### src/rtl/cbus_arbiter_pkg.sv
// Shared CBus channel types, their idle/zero values and the arbiter state encoding.
package cbus_arbiter_pkg;

    localparam int CBUS_ADDR_W = 32;
    localparam int CBUS_DATA_W = 32;
    localparam int CBUS_LEN_W  = 8;

    typedef struct packed {
        logic                   valid;
        logic                   is_write;
        logic [1:0]             size;
        logic [CBUS_ADDR_W-1:0] addr;
        logic [3:0]             strobe;
        logic [CBUS_DATA_W-1:0] data;
        logic [CBUS_LEN_W-1:0]  len;
    } cbus_req_t;

    typedef struct packed {
        logic                   ready;
        logic                   last;
        logic [CBUS_DATA_W-1:0] data;
    } cbus_resp_t;

    localparam cbus_req_t  CBUS_REQ_ZERO  = '0;
    localparam cbus_resp_t CBUS_RESP_ZERO = '0;

    typedef enum logic {
        IDLE = 1'b0,
        BUSY = 1'b1
    } arb_state_t;

endpackage

### src/rtl/rr_pick.sv
// Combinational winner selection: first valid index scanning upward from a start point,
// where the start is rr_ptr in round-robin mode and 0 in fixed-priority mode.
module rr_pick #(
    parameter int NUM_REQ = 2,
    parameter int IDX_W   = (NUM_REQ > 2) ? $clog2(NUM_REQ) : 1
) (
    input  logic [NUM_REQ-1:0] valid,
    input  logic [IDX_W-1:0]   rr_ptr,
    input  logic               round_robin,
    output logic               found,
    output logic [IDX_W-1:0]   winner
);

    int               start;
    logic [IDX_W-1:0] cur;

    // Scan from the far end down so the candidate closest to start is written last.
    always_comb begin
        found  = |valid;
        winner = '0;
        cur    = '0;
        start  = round_robin ? int'(rr_ptr) : 0;
        for (int k = NUM_REQ - 1; k >= 0; k--) begin
            cur = IDX_W'((start + k) % NUM_REQ);
            if (valid[cur]) begin
                winner = cur;
            end
        end
    end

endmodule

### src/rtl/cbus_arbiter.sv
// N-way CBus arbiter: grants one upstream channel for a whole burst, with one idle
// cycle between bursts, under fixed or round-robin priority.
module cbus_arbiter
    import cbus_arbiter_pkg::*;
#(
    parameter int NUM_REQ     = 2,
    parameter bit ROUND_ROBIN = 1'b1,
    parameter int IDX_W       = (NUM_REQ > 2) ? $clog2(NUM_REQ) : 1
) (
    input  logic             clk,
    input  logic             reset,
    input  cbus_req_t        ireqs  [NUM_REQ],
    output cbus_resp_t       iresps [NUM_REQ],
    output cbus_req_t        oreq,
    input  cbus_resp_t       oresp,
    output logic             busy,
    output logic [IDX_W-1:0] grant_idx
);

    arb_state_t        state;
    logic [IDX_W-1:0]  rr_ptr;
    logic [NUM_REQ-1:0] valid_vec;
    logic              found;
    logic [IDX_W-1:0]  winner;
    logic              granted_valid;

    function automatic logic [IDX_W-1:0] next_idx(input logic [IDX_W-1:0] idx);
        if (idx == IDX_W'(NUM_REQ - 1)) begin
            return '0;
        end
        return idx + 1'b1;
    endfunction

    always_comb begin
        valid_vec     = '0;
        granted_valid = 1'b0;
        for (int i = 0; i < NUM_REQ; i++) begin
            valid_vec[i] = ireqs[i].valid;
            if (grant_idx == IDX_W'(i)) begin
                granted_valid = ireqs[i].valid;
            end
        end
    end

    rr_pick #(
        .NUM_REQ (NUM_REQ),
        .IDX_W   (IDX_W)
    ) u_rr_pick (
        .valid       (valid_vec),
        .rr_ptr      (rr_ptr),
        .round_robin (ROUND_ROBIN),
        .found       (found),
        .winner      (winner)
    );

    // Arbitration only in IDLE; completion always falls back to IDLE, giving the bubble.
    always_ff @(posedge clk) begin
        if (reset) begin
            state     <= IDLE;
            busy      <= 1'b0;
            grant_idx <= '0;
            rr_ptr    <= '0;
        end else begin
            case (state)
                IDLE: begin
                    if (found) begin
                        state     <= BUSY;
                        busy      <= 1'b1;
                        grant_idx <= winner;
                    end
                end
                BUSY: begin
                    if (!granted_valid) begin
                        state <= IDLE;
                        busy  <= 1'b0;
                    end else if (oresp.ready && oresp.last) begin
                        state  <= IDLE;
                        busy   <= 1'b0;
                        rr_ptr <= next_idx(grant_idx);
                    end
                end
                default: begin
                    state <= IDLE;
                    busy  <= 1'b0;
                end
            endcase
        end
    end

    // Passthrough is gated by the registered state, so ireqs never reach oreq in IDLE.
    always_comb begin
        oreq = CBUS_REQ_ZERO;
        for (int i = 0; i < NUM_REQ; i++) begin
            iresps[i] = CBUS_RESP_ZERO;
            if (state == BUSY && grant_idx == IDX_W'(i)) begin
                oreq      = ireqs[i];
                iresps[i] = oresp;
            end
        end
    end

endmodule

### config.mk
export PLATFORM = sky130hd
export DESIGN_NAME = cbus_arbiter
export DESIGN_NICKNAME = d
export VERILOG_FILES = /design/src/rtl/cbus_arbiter_pkg.sv /design/src/rtl/rr_pick.sv /design/src/rtl/cbus_arbiter.sv
export SDC_FILE = /design/constraint.sdc
export NUM_CORES = 1
export LEC_CHECK = 0
export ABC_CLOCK_PERIOD_IN_PS = 3600
export BUFFER_PORTS_ARGS = -buffer_cell sky130_fd_sc_hd__buf_2
export CELL_PAD_IN_SITES_DETAIL_PLACEMENT = 1
export CELL_PAD_IN_SITES_GLOBAL_PLACEMENT = 1
export CORE_AREA = 2 2 133 135
export CTS_BUF_LIST = sky130_fd_sc_hd__clkbuf_4
export CTS_CLUSTER_DIAMETER = 30
export DETAILED_ROUTE_END_ITERATION = 10
export DIE_AREA = 0 0 135 137
export GPL_ROUTABILITY_DRIVEN = 0
export GPL_TIMING_DRIVEN = 0
export PLACE_DENSITY = 0.76
export SETUP_SLACK_MARGIN = 0.2
export SLEW_MARGIN = 20
export SYNTH_ARGS = -nofsm -noshare
export SYNTH_HDL_FRONTEND = slang
export SYNTH_SLANG_ARGS = --single-unit
### constraint.sdc
create_clock -name clk -period 3.6 [get_ports clk]
set_clock_uncertainty 0.15 [all_clocks]
set_input_delay 0.9 -clock clk [delete_from_list [all_inputs] [get_ports clk]]
set_output_delay 0.9 -clock clk [all_outputs]
set_load 0.02 [all_outputs]
==> results of run 1 <==
-- sequential cells by signal (all words and copies together), names as in the netlist --
signal     cells
state          1
rr_ptr         1
busy           1
grant_idx      1
-- cells in the mapped netlist (4+ instances only) --
master,n
a21oi_1,4
and3_1,34
clkbuf_1,5
clkbuf_2,6
buf_4,5
and2_1,36
nor2_1,81
buf_1,6
mux2i_1,79
dfxtp_1,4
-- cells by family (layout without fill, tap and decap cells) --
| logic type | after synthesis | count (layout) | share of synthesized area |
|---|---|---|---|
| AOI/OAI and AO/OA | 9 | 9 | 0.02856 |
| buffers and inverters | 31 | 379 | 0.09695 |
| DFF | 4 | 4 | 0.04250 |
| muxes | 80 | 80 | 0.4276 |
| and+or+nand+nor | 154 | 154 | 0.4044 |
-- worst max-delay path, stage by stage (launching register included) --
cell	delay, ns
dfxtp_1	0.39
inv_2	0.17
nor2_4	0.24
clkbuf_2	0.29
and2_1	0.18
buf_2	0.17
-- how the worst max path moves through the flow --
stage                     from          to  slack (ns)  cells past startpoint
floorplan           ireqs[159]    oreq[79]        1.16                      2
global placement     ireqs[79]    oreq[79]        0.95                      4
detailed placement  ireqs[159]    oreq[79]        0.94                      4
CTS                      state  iresps[37]        0.79                      5
global route             state  iresps[37]        0.70                      5
finish                   state  iresps[37]        0.87                      5
-- final cells by class --
cell class	count	area, µm²
Fill cell	2254	13140
Tap cell	225	281.5
Buffer	28	171.4
Inverter	3	11.26
Clock buffer	3	22.52
Timing Repair Buffer	345	1727
Sequential cell	4	80.08
Multi-Input combinational cell	243	1622
-- cells in the final DEF, fill, tap and decap left out --
cell type  Yosys  final
a21oi_1        4      4
a31oi_1        1      1
a41o_1         1      1
and2_1        36     36
and3_1        34     34
buf_1          6      6
buf_2          2    347
buf_4          5      5
buf_6          2      2
buf_8          2      2
clkbuf_1       5      5
clkbuf_2       6      6
clkbuf_4       0      3
dfxtp_1        4      4
inv_1          2      2
inv_2          1      1
mux2_4         1      1
mux2i_1       79     79
nand2_1        1      1
nand3_1        1      1
nor2_1        81     81
nor2_4         1      1
o211ai_1       1      1
o21ai_0        2      2
-- stage by stage --
stage	total power, mW	utilization	std cells	hold WS, ns	setup slack, ns
6_report	0.7412	0.2295	851	0.3049	0.8666
3_5_place_dp	0.6930	0.2282	848	0.3012	0.9427
4_1_cts	0.7514	0.2295	851	0.3072	0.7917
5_1_grt	0.7988	0.2295	851	0.3288	0.7028
3_3_place_gp	0.6842	0.2282	848	0.2953	0.9453
2_1_floorplan	0.4127	-	278	0.2873	1.160
-- report_power, final --
group / switching [mW] / internal [mW]
clock network: 0.0186 / 0.0373
registers: 0.00338 / 0.0485
logic: 0.378 / 0.255
-- routing by layer --
metal,part of all wire,vias up
li1,-,1641
met1,0.38,1509
met2,0.54,166
met3,0.071,8
met4,0.0056,0
met5,0,-
==> results.ini, run 1 <==
[floorplan]
rows = 48
io_pins = 346
die_w_um = 135
start_util = 0.1105
core-area_um2 = 17060
dieArea_um2 = 18500
die_h_um = 137

[timing]
finalSetupViolCount = 0
slew_viol_final = 0
rsz0062_at_grt = no
relSlewSlack = 0.6569
fin_crit_ns = 2.733
tns_ns = 0
tightestPinTransition_ns = 0.5147
fmax_ghz = 0.3658
fin_crit_sh = 0.7593
hold_violations = 0

[yosys]
synth_top_flop_cell = dfxtp_1
synth_area_leaders = mux2i_1, nor2_1, and2_1, and3_1, dfxtp_1
seq_area_frac_synth = 0.04250
synth_enable_flop_cells = 0
synth_seq_cells = 4
netlist_instances = 278
ys_types = 23
synth_top_area_share = 0.4197
syn_area_per_cell_um2 = 6.778
yosysTopAreaCell = mux2i_1
synth_fp_nets = 474
synth_area_um2 = 1884
yosys_warnings = 0
ys_async_sr_fraction = 0

[detailed_routing]
drc_errors = 0
routed-via-count = 3324
routedWlPerCell_um = 14.16
ant_nets = 0
drtIter0Drc = 71
vias_per_cell = 3.906
drt-pass1-iter-count = 4
routed_wl_um = 12050

[layout]
final_area_um2 = 3915
final_nets = 824
drive_above_1_share = 0.5879
area_delta_synth_final_pct = 107.8
n_antenna_cell = 0

[power]
vdd_drop_max_uv = 67.11
p_leak_nw = 2.401
power_density_nw_per_um2 = 189.3

[clocking]
root_buffer = clkbuf_4
hold_buffers = 0
clk_latency_ns = 0.23
cts_max_level = 1
cts_sinks = 4
clock_path_buffers = 2
cts_tree = done
clk_pin_slew_ns = 0.04
cts-resized-gates = 0
cts_buffers = 3
post_cts_buffers = 0

[setup_path]
path_max_fanout = 10
r2r_setup_slack_ns = 2.18
rr_startpoint = state
path_class = reg2out
r2r-end = state
endpoint_kind = output port
r2r.worst_path.cells = 4
cp-start-kind = flop
arrival_ns = 1.68
crit_required_ns = 2.55

[hold_path]
hold_path_end = busy
hp-start = busy
holdCritPathClass = reg2reg
hold_depth = 2

[flow_run]
cap_violations = 0

[placement]
portBuffers = 345
placed_cell_area_um2 = 3892
dp.final_hpwl_um = 10600

[global_routing]
gr-max-usage-layer = met2
antenna_found_initial = 0
grt_pass1_wl_um = 17190
grt_max_degree = 11
use_met3 = 0.01556
grt_use_met1 = 0.1341
grt_remaining_overflow = 0
met2_usage = 0.2332
grt_pass1_vias = 3311
grt_usage = 0.1164

[outcome]
status = finished, final reports clean

(Power assumes the default switching activity.)
==> run 2: changes to the inputs <==
--- a/config.mk
+++ b/config.mk
@@ -5,18 +5,18 @@
 export SDC_FILE = /design/constraint.sdc
 export NUM_CORES = 1
 export LEC_CHECK = 0
-export ABC_CLOCK_PERIOD_IN_PS = 3600
+export ABC_CLOCK_PERIOD_IN_PS = 2200
 export BUFFER_PORTS_ARGS = -buffer_cell sky130_fd_sc_hd__buf_2
 export CELL_PAD_IN_SITES_DETAIL_PLACEMENT = 1
 export CELL_PAD_IN_SITES_GLOBAL_PLACEMENT = 1
-export CORE_AREA = 2 2 133 135
+export CORE_AREA = 2 2 135 137
 export CTS_BUF_LIST = sky130_fd_sc_hd__clkbuf_4
 export CTS_CLUSTER_DIAMETER = 30
 export DETAILED_ROUTE_END_ITERATION = 10
-export DIE_AREA = 0 0 135 137
+export DIE_AREA = 0 0 137 139
 export GPL_ROUTABILITY_DRIVEN = 0
 export GPL_TIMING_DRIVEN = 0
-export PLACE_DENSITY = 0.76
+export PLACE_DENSITY = 0.77
 export SETUP_SLACK_MARGIN = 0.2
 export SLEW_MARGIN = 20
 export SYNTH_ARGS = -nofsm -noshare
==> constraint.sdc (replaced) <==
create_clock -name clk -period 2.2 [get_ports clk]
set_clock_uncertainty 0.15 [all_clocks]
set_input_delay 0.55 -clock clk [delete_from_list [all_inputs] [get_ports clk]]
set_output_delay 0.55 -clock clk [all_outputs]
set_load 0.02 [all_outputs]
==> results.ini, run 2 (synthesized netlist as in run 1, its figures left out) <==
[outcome]
status = finished with violations
failed_checks = setup timing

[floorplan]
die_w_um = 137  ; +1.5%
rows = 49  ; +2.1%
core-area_um2 = 17660  ; +3.5%
io_pins = 346  ; unchanged
die_h_um = 139  ; +1.5%
start_util = 0.1067  ; -0.003758
dieArea_um2 = 19040  ; +3.0%

[power]
intPower_mw = 0.8290  ; +140%
p_seq_frac = 0.055  ; -0.015
power.net_switching_mw = 0.7656  ; +91%
power_frac_clock = 0.060  ; -0.015
swShare = 0.4801  ; -0.05980
power_density_nw_per_um2 = 306.0  ; +62%
combPwrFrac = 0.886  ; +0.031
p_leak_nw = 2.690  ; +12%
vdd_drop_max_uv = 183.4  ; +170%
power_mw = 1.595  ; +120%

[setup_path]
path_common_cell = buf_6
r2r-end = rr_ptr
critical_path.max_stage_delay_ns = 0.35  ; -0.04 ns
r2r.worst_path.cells = 7  ; +3
r2r_setup_slack_ns = 0.72  ; -1.46 ns
path_class = reg2out
crit_chain = buf_6, buf_6, nor2_4, buf_12, clkbuf_8, and2_1, buf_6
path_delay_family = buffers and inverters
crit_start = grant_idx
endpoint_kind = output port
crit_required_ns = 1.50  ; -1.05 ns
cp.depth = 7  ; +2
crit_slowest_cell = dfxtp_4
arrival_ns = 1.55  ; -0.13 ns
rr_startpoint = grant_idx
endpoint = iresps[48]
path_max_fanout = 7  ; -3
path_buf_inv = 5  ; +2
cp-start-kind = flop

[global_routing]
grt_usage = 0.1391  ; +0.02270
antenna_found_initial = 0  ; unchanged
grt_pass1_wl_um = 20820  ; +21%
grt_max_degree = 11  ; unchanged
grt_remaining_overflow = 0  ; unchanged
grt_pass1_vias = 3798  ; +15%

[hold_path]
hp-start = busy
holdCritPathClass = reg2reg

[timing]
hold_violations = 0  ; unchanged
fmax_ghz = 0.4441
fin_crit_sh = 1.024
tns_ns = -0.3960  ; -0.3960 ns
fin_crit_ns = 2.252
hold_ws_ns = 0.3167  ; +0.01181 ns
tightestPinTransition_ns = 0.4444  ; -0.07033 ns
finalSetupViolCount = 24  ; +24
setup_ws_ns = -0.05194  ; -0.9185 ns
rsz0062_at_grt = yes
slew_viol_final = 0  ; unchanged
relSlewSlack = 0.7037  ; +0.04688

[clocking]
cts_max_level = 1  ; unchanged
clock_path_buffers = 2  ; unchanged
cts_sinks = 4  ; unchanged
root_buffer = clkbuf_4
cts_tree = done
cts_buffers = 3  ; unchanged
clk_pin_slew_ns = 0.04  ; about the same
clk_latency_ns = 0.24  ; about the same

[layout]
final_nets = 847  ; +2.8%
area_delta_synth_final_pct = 176.5
drive_above_1_share = 0.7257  ; +0.1379
final_cell_mix = buf_2, nor2_1, buf_6
final_common_cell = buf_2
postLayoutCoreUtil = 0.2951  ; +0.06554
n_antenna_cell = 0  ; unchanged

[detailed_routing]
vias_per_cell = 4.069  ; +4.2%
routedWlPerCell_um = 16.84  ; +19%
drt-pass1-iter-count = 4  ; unchanged
routed_wl_um = 14780  ; +23%
drtIter0Drc = 42  ; -41%
drc_errors = 0  ; unchanged
routed-via-count = 3573  ; +7.5%
ant_nets = 0  ; unchanged

[placement]
dp.final_hpwl_um = 10670  ; +0.66%
portBuffers = 345  ; unchanged

[flow_run]
cap_violations = 0  ; unchanged

run 2: cell types whose count changed in the layout (fill, tap and decap cells not counted), sizes merged:
cell	change
buf	+18
clkbuf	+5
run 2: layer usage:
layer	track usage	wire length, µm	vias up
li1	-	-	1691
met1	0.1620	5615	1669
met5	0	0	-
met4	0.03039	308	0
met2	0.2637	7980	184
met3	0.01974	877	29
run 2: worst min-delay path by stage:
stage | endpoint | cells after the start
floorplan | rr_ptr | 2
global placement | busy | 2
detailed placement | busy | 2
CTS | busy | 2
global route | busy | 2
finish | busy | 2
run 2: what timing repair did:
| item | 4_1_cts | 5_1_grt |
|---|---|---|
| gates cloned | 9 | 2 |
| endpoints found under the setup margin | 148 | 148 |
| hold buffers | 0 | 0 |
| gates resized for setup | 251 | 54 |
| setup buffers | 12 | 0 |
| pin swaps | 5 | 6 |
run 2: stage by stage:
step / std cells / cell area (µm²) / setup slack [ns]
2_1_floorplan: 278 / 1884 / 0.2345
3_3_place_gp: 852 / 3897 / 0.07915
3_5_place_dp: 852 / 3897 / 0.07390
4_1_cts: 876 / 4982 / -0.001237
5_1_grt: 878 / 5210 / -0.08443
6_report: 878 / 5210 / -0.05194
run 2: cell type report:
type | count | area (µm²)
Buffer | 28 | 327.8
Sequential cell | 4 | 85.08
Fill cell | 2186 | 12450
Tap cell | 229 | 286.5
Timing Repair Buffer | 368 | 2574
Inverter | 3 | 13.76
Clock buffer | 3 | 22.52
Multi-Input combinational cell | 243 | 1901
run 2: power by group through the flow:
stage | clock network (mW) | logic (mW) | registers [mW]
after floorplan | 0 | 0.586 | 0.0890
after CTS | 0.0937 | 1.33 | 0.0870
after detailed placement | 0 | 1.06 | 0.0857
after global routing | 0.100 | 1.50 | 0.0881
final | 0.0951 | 1.41 | 0.0869
after global placement | 0 | 1.04 | 0.0855
run 2: worst reg2reg max path, cell delays in order, from the launching register on:
cell     delay (ns)
dfxtp_4        0.35
buf_12         0.14
buf_12         0.12
buf_16         0.14
buf_4          0.13
buf_4          0.12
a41o_1         0.17
nor2_1         0.09
==> run 3: changes to the inputs <==
--- a/config.mk
+++ b/config.mk
@@ -18,6 +18,7 @@
 export GPL_TIMING_DRIVEN = 0
 export PLACE_DENSITY = 0.77
 export SETUP_SLACK_MARGIN = 0.2
+export SKIP_LAST_GASP = 1
 export SLEW_MARGIN = 20
 export SYNTH_ARGS = -nofsm -noshare
 export SYNTH_HDL_FRONTEND = slang
==> results.ini, run 3 (synthesized netlist as in run 1, its figures left out) <==
[power]
power.net_switching_mw = 0.7612  ; -0.58%
p_seq_frac = 0.055  ; about the same
combPwrFrac = 0.885  ; about the same
power_mw = 1.571  ; -1.5%
power_frac_clock = 0.060  ; about the same
p_leak_nw = 2.682  ; -0.32%
swShare = 0.4845  ; +0.004353
vdd_drop_max_uv = 183.4  ; about the same
intPower_mw = 0.8099  ; -2.3%
power_density_nw_per_um2 = 305.1  ; -0.30%

[clocking]
cts_buffers = 3  ; unchanged
cts_sinks = 4  ; unchanged
root_buffer = clkbuf_4
clk_latency_ns = 0.24  ; about the same
clk_pin_slew_ns = 0.04  ; about the same
cts_max_level = 1  ; unchanged
cts_tree = done
clock_path_buffers = 2  ; unchanged
hold_buffers = 0  ; unchanged

[outcome]
failed_checks = setup timing
status = finished with violations

[placement]
dp.final_hpwl_um = 10670  ; unchanged
portBuffers = 345  ; unchanged

[layout]
drive_above_1_share = 0.7211  ; -0.004622
final_nets = 847  ; unchanged
n_antenna_cell = 0  ; unchanged
postLayoutCoreUtil = 0.2916  ; -0.003472
final_cell_mix = buf_2, nor2_1, buf_6
final_common_cell = buf_2
seq_area_um2 = 85.08  ; unchanged
fillers = 2193  ; +0.32%
multi_input_area_um2 = 1891  ; -0.53%
area_delta_synth_final_pct = 173.2

[detailed_routing]
vias_per_cell = 4.062  ; -0.20%
routedWlPerCell_um = 16.76  ; -0.43%
routed-via-count = 3566  ; -0.20%
drt-pass1-iter-count = 4  ; unchanged
drtIter0Drc = 46  ; +9.5%
ant_nets = 0  ; unchanged
routed_wl_um = 14720  ; -0.43%
drc_errors = 0  ; unchanged

[floorplan]
rows = 49  ; unchanged
start_util = 0.1067  ; unchanged
die_h_um = 139  ; unchanged
die_w_um = 137  ; unchanged
dieArea_um2 = 19040  ; unchanged
io_pins = 346  ; unchanged
core-area_um2 = 17660  ; unchanged

[setup_path]
crit_start = grant_idx
crit_required_ns = 1.50  ; about the same
endpoint_kind = output port
cp-start-kind = flop
path_max_fanout = 7  ; unchanged
arrival_ns = 1.55  ; about the same
rr_startpoint = grant_idx
path_class = reg2out

[global_routing]
grt_pass1_wl_um = 20820  ; about the same
antenna_found_initial = 0  ; unchanged
grt_max_degree = 11  ; unchanged
grt_remaining_overflow = 0  ; unchanged
grt_pass1_vias = 3774  ; -0.63%
grt_usage = 0.1392  ; about the same

[timing]
fin_crit_ns = 2.248  ; -0.004219 ns
fin_crit_sh = 1.022  ; -0.001918
slew_viol_final = 0  ; unchanged
fmax_ghz = 0.4449  ; +0.19%
relSlewSlack = 0.7039  ; about the same
setup_ws_ns = -0.04772  ; +0.004219 ns
hold_violations = 0  ; unchanged
finalSetupViolCount = 23  ; -4.2%
tightestPinTransition_ns = 0.4441  ; -0.0003003 ns
rsz0062_at_grt = yes

[hold_path]
hp-start = busy
holdCritPathClass = reg2reg

[flow_run]
cap_violations = 0  ; unchanged

## run 3: cell counts in the layout (fill, tap and decap cells not counted)
No cell type changed its count.
## run 3: path summary, 6_finish.rpt
path	depth (start not counted)	end	slack, ns
hold / removal	2	busy	0.32
hold reg to reg	2	busy	0.32
setup / recovery	7	iresps[48]	-0.05
setup reg to reg	7	rr_ptr	0.72
## run 3: metal layers
layer,up-vias,GRT usage,wire [µm]
li1,1692,-,-
met1,1663,0.1634,5611
met2,184,0.2626,7913
met3,27,0.01974,886
met4,0,0.02984,307
met5,-,0,0
## run 3: power by group through the flow
stage / sequential (mW) / clock [mW] / combinational [mW]
6_report: 0.0869 / 0.0945 / 1.39
5_1_grt: 0.0881 / 0.100 / 1.48
4_1_cts: 0.0870 / 0.0937 / 1.31
3_5_place_dp: 0.0857 / 0 / 1.06
3_3_place_gp: 0.0855 / 0 / 1.04
2_1_floorplan: 0.0890 / 0 / 0.586
## run 3: critical path, stage by stage (launching register included)
cell      delay [ns]
dfxtp_4         0.35
buf_6           0.15
buf_6           0.12
nor2_4          0.09
buf_12          0.14
clkbuf_8        0.15
and2_1          0.16
buf_6           0.13
## run 3: cell type report
| class | instances | share of cell area |
|---|---|---|
| tap | 229 | 0.05565 |
| inverter | 3 | 0.002673 |
| timing repair buffer | 368 | 0.4899 |
| clock buffer | 3 | 0.004374 |
| buffer | 28 | 0.06367 |
| sequential | 4 | 0.01652 |
| multi-input combinational | 243 | 0.3672 |
## run 3: stage by stage
stage | cells | cell area (µm²) | setup TNS [ns] | setup slack, ns | hold WS, ns
global placement | 852 | 3897 | 0 | 0.07915 | 0.3012
floorplan | 278 | 1884 | 0 | 0.2345 | 0.2873
global route | 878 | 5149 | -2.142 | -0.08443 | 0.3411
CTS | 876 | 4930 | -0.002507 | -0.001237 | 0.3225
detailed placement | 852 | 3897 | 0 | 0.07390 | 0.3075
finish | 878 | 5149 | -0.3363 | -0.04772 | 0.3167
## run 3: what timing repair did
item	4_1_cts	5_1_grt
setup buffers	12	0
endpoints found under the hold margin	0	0
endpoints found under the setup margin	148	148
gates cloned	9	2
pin swaps	5	4
gates resized for setup	230	52
